### config.mk
export PLATFORM = sky130hd
export DESIGN_NAME = interp_sequencer
export DESIGN_NICKNAME = d
export VERILOG_FILES = /design/src/rtl/interp_sequencer.sv
export SDC_FILE = /design/constraint.sdc
export NUM_CORES = 1
export LEC_CHECK = 0
export CORE_MARGIN = 8
export CORE_UTILIZATION = 55
export DETAILED_ROUTE_END_ITERATION = 16
export GPL_TIMING_DRIVEN = 0
export PLACE_DENSITY = 0.9
export SLEW_MARGIN = 15
export SYNTH_ARGS = -nofsm -noshare
export SYNTH_HDL_FRONTEND = slang
export SYNTH_SLANG_ARGS = --single-unit
### constraint.sdc
create_clock -name clk -period 5.07 [get_ports clk]
set_input_delay 0.507 -clock clk [delete_from_list [all_inputs] [get_ports clk]]
set_output_delay 0.507 -clock clk [all_outputs]
set_load 0.01 [all_outputs]
### src/rtl/interp_sequencer.sv
// Wavetable interpolation sequencer: on each accepted sample tick, fetches two
// adjacent table entries and the phase fraction, then latches the interpolated sample.
module interp_sequencer #(
    parameter int IDX_W  = 8,
    parameter int FRAC_W = 9
) (
    input  logic                    clk,
    input  logic                    rst_n,
    input  logic                    en,
    input  logic                    tick,
    input  logic [IDX_W+FRAC_W-1:0] tune,
    output logic [IDX_W-1:0]        rom_addr,
    input  logic [7:0]              rom_data,
    output logic [FRAC_W-1:0]       fraction,
    output logic [7:0]              wave1,
    output logic [7:0]              wave2,
    input  logic [11:0]             interp_out,
    output logic [11:0]             sample,
    output logic                    sample_valid,
    output logic                    busy,
    output logic                    overrun,
    input  logic                    clr_ovr
);

    localparam int PH_W = IDX_W + FRAC_W;

    typedef enum logic [2:0] {
        IDLE,
        A1,
        A2,
        W2,
        SET
    } state_t;

    state_t          state;
    logic [PH_W-1:0] ph;
    logic [PH_W-1:0] tune_q;

    assign busy = (state != IDLE);

    always_ff @(posedge clk or negedge rst_n) begin
        if (!rst_n) begin
            state        <= IDLE;
            ph           <= '0;
            tune_q       <= '0;
            rom_addr     <= '0;
            fraction     <= '0;
            wave1        <= '0;
            wave2        <= '0;
            sample       <= '0;
            sample_valid <= 1'b0;
            overrun      <= 1'b0;
        end else begin
            sample_valid <= 1'b0;
            // A tick that arrives mid-conversion is dropped; set beats clear.
            if (tick && (state != IDLE)) begin
                overrun <= 1'b1;
            end else if (clr_ovr) begin
                overrun <= 1'b0;
            end
            unique case (state)
                IDLE: begin
                    if (tick && en) begin
                        state    <= A1;
                        rom_addr <= ph[PH_W-1:FRAC_W];
                        fraction <= ph[FRAC_W-1:0];
                        tune_q   <= tune;
                    end
                end
                A1: begin
                    state    <= A2;
                    rom_addr <= rom_addr + IDX_W'(1);
                end
                A2: begin
                    state <= W2;
                    wave1 <= rom_data;
                end
                W2: begin
                    state <= SET;
                    wave2 <= rom_data;
                end
                SET: begin
                    state        <= IDLE;
                    sample       <= interp_out;
                    sample_valid <= 1'b1;
                    ph           <= ph + tune_q;
                end
                default: state <= IDLE;
            endcase
        end
    end

endmodule

==> flow_metrics.py <==
metrics = {
    "die": {
        "pin_count": 90,
        "core.rowCount": 32,
        "die_w_um": 103,
        "initial_core_util_pct": 55.6,
        "fp.coreArea_mm2": 0.00757,
        "die_area_mm2": 0.0107,
        "die_h_um": 103,
    },
    "global_routing": {
        "track_usage_pct": 20.6,
        "grt_overflow": 0,
        "grt_max_degree": 53,
        "antenna_found_initial": 0,
        "grt_pass1_wl_mm": 17.0,
        "grt_pass1_vias": 3593,
    },
    "hold_path": {
        "hold_class": "in -> async",
    },
    "logic_synthesis": {
        "ys_warn_count": 0,
        "yosys.cell_types.count": 51,
        "synth_area_mm2": 0.00421,
        "syn_area_per_cell_um2": 9.09,
        "ys_async_sr_fraction_pct": 100,
        "syn_nets": 523,
        "seq_area_frac_synth_pct": 49.9,
        "syn_inst": 463,
        "synth_edf_count": 0,
        "ys.flop_type": "dfrtp_1",
        "yosys_register_bits": 84,
    },
    "clocking": {
        "cts_root_buffer": "clkbuf_8",
        "clkSlewWorstSetupHoldPaths_ps": 90,
        "clkLatencyLatePin_ps": 360,
        "cts_num_sinks": 84,
        "clock_tree.htree_level_count": 3,
        "postCtsSetupBuffers": 0,
        "cts.hold.buffers_added": 0,
        "cts_buffer_depth": 2,
        "cts_made_buffers": 9,
        "ctsResizeCount": 0,
        "cts_tree": "done",
    },
    "place": {
        "place_area_mm2": 0.00525,
        "gp_congestion": 0.915,
        "dp.cells": 655,
        "io_buffers": 89,
        "dp_hpwl_mm": 8.00,
    },
    "worst_setup_path": {
        "crit_path_end_kind": "flop",
        "critPathKind": "reg -> reg",
        "r2r_cells": 8,
        "required_ps": 5290,
        "crit_fanout": 3,
        "crit_arrival_ps": 2650,
        "crit_slowest_cell": "fa_1",
        "critPathLaunchType": "flop",
        "cp_slowest_stage_delay_ps": 440,
        "crit_chain": "ha_1 > fa_1 > a211oi_2 > nor3_2 > nor4_1 > o31ai_2 > xnor2_1 > o21ai_1",
    },
    "pwr": {
        "peakVddDrop_mv": 0.405,
        "p_leak_uw": 0.00263,
        "power.density_mw_per_mm2": 665,
    },
    "drt": {
        "wl_per_cell_um": 15.8,
        "drtIter0Drc": 185,
        "wirelength_mm": 10.6,
        "vias_per_cell": 5.39,
        "ant_nets": 0,
        "first_pass_iters": 4,
        "remaining_drc_errors": 0,
        "via_count": 3619,
    },
    "sta": {
        "period_share_pct": 48.1,
        "slew_viol_final": 0,
        "tightest_slew_ps": 754,
        "max_freq_mhz": 410,
        "finalSetupTns_ps": 0,
        "setup_viol": 0,
        "rsz0062_at_grt": "false",
        "relSlewSlack_pct": 49.7,
        "fin_worst_skew_ps": 8.42,
        "hold_violations": 0,
        "period_minus_slack_ps": 2440,
    },
    "layout": {
        "n_fill_cell": 544,
        "stdcell_area_mm2": 0.00549,
        "antennaDiodeCount": 0,
        "area_growth_pct": 30.5,
        "most-common-layout-cells": "nand2_1 (171), clkdlybuf4s50_1 (88), dfrtp_1 (84)",
        "num-nets-final": 624,
        "multiInputGateArea_mm2": 0.00194,
        "final_cells": 671,
        "seq_area_mm2": 0.00210,
        "layout_commonest_cell": "nand2_1",
        "drive_gt1_share_pct": 9.67,
    },
    "flow_run": {
        "max-cap-violations": 0,
    },
    "outcome": {
        "status": "complete, no violations",
    },
}
-- flip-flops by register name, summed over array words and instances (netlist names), 3 cells and up --
name,count
tune_q,17
wave2,8
wave1,8
ph,17
sample,12
rom_addr,8
fraction,9
state,3
-- synth_stat cells (4+ instances only) --
cell / instances / area (um2)
nand2_1: 171 / 642
dfrtp_1: 84 / 2100
a21oi_1: 21 / 105
nor2_1: 19 / 71.3
o21ai_0: 18 / 90.1
ha_1: 17 / 213
buf_2: 12 / 60.1
nand3_1: 11 / 55.1
a21o_1: 8 / 60.1
inv_1: 8 / 30.0
mux2_2: 8 / 90.1
xnor2_1: 7 / 61.3
clkbuf_1: 6 / 22.5
xor2_1: 6 / 52.6
a311oi_1: 4 / 35.0
nor3_1: 4 / 20.0
nor3b_1: 4 / 30.0
o21ai_1: 4 / 20.0
-- through the flow --
| stage | setup WS (ps) | power, uW | utilization [%] | hold slack, ps |
|---|---|---|---|---|
| detailed placement | 2650 | 3070 | 69.4 | 462 |
| CTS | 2630 | 3660 | 72.6 | 87.1 |
| global route | 2490 | 3900 | 72.6 | 108 |
| finish | 2630 | 3650 | 72.6 | 84.3 |
| global placement | 608 | 2980 | 69.1 | 456 |
| floorplan | 2880 | 2340 | - | 211 |
-- worst paths after layout --
path                             start     endpoint  slack (ps)
max reg2reg                      ph[0]       ph[14]        2630
max in group asynchronous        rst_n   tune_q[15]        4390
min in group clk           fraction[1]  fraction[1]         480
max                              ph[0]       ph[14]        2630
min reg2reg                fraction[1]  fraction[1]         480
min                              rst_n     wave1[4]          80
-- cell type report --
| cell class | count | share of cell area [%] |
|---|---|---|
| Buffer | 23 | 2.35 |
| Clock buffer | 11 | 2.39 |
| Clock inverter | 5 | 1.96 |
| Inverter | 9 | 0.615 |
| Multi-Input combinational cell | 347 | 35.4 |
| Sequential cell | 84 | 38.3 |
| Tap cell | 102 | 2.32 |
| Timing Repair Buffer | 90 | 16.7 |
-- kinds of logic (layout without fill, tap and decap cells) --
| group | count (synthesis) | after routing | share of synthesized area [%] |
|---|---|---|---|
| adders and majority gates | 18 | 18 | 5.53 |
| AOI/OAI and AO/OA | 75 | 75 | 11.8 |
| and+or+nand+nor | 230 | 230 | 23.3 |
| muxes | 11 | 11 | 2.85 |
| xor gates and xnor gates | 13 | 13 | 2.71 |
| DFF | 84 | 84 | 49.9 |
| buffers and inverters | 32 | 138 | 3.86 |
-- metal layers --
metal / wire (um) / global-route usage (%)
met4: 281 / 7.90
met5: 0 / 0
met1: 4490 / 24.4
met3: 541 / 4.48
met2: 5270 / 35.7
-- worst max-delay path, delay by kind of cell, from the launching register on --
kind / cells / cell delay [ps]
AOI/OAI and AO/OA: 3 / 540
xor gates and xnor gates: 1 / 150
adders and majority gates: 2 / 690
and+or+nand+nor: 2 / 510
DFF: 1 / 410
-- power breakdown --
| group | leakage [uW] | internal [uW] | switching, uW |
|---|---|---|---|
| combinational | 0.00148 | 894 | 978 |
| sequential | 0.00103 | 984 | 223 |
| clock | 0.000119 | 331 | 241 |
Power figures use the tool's default switching activity.
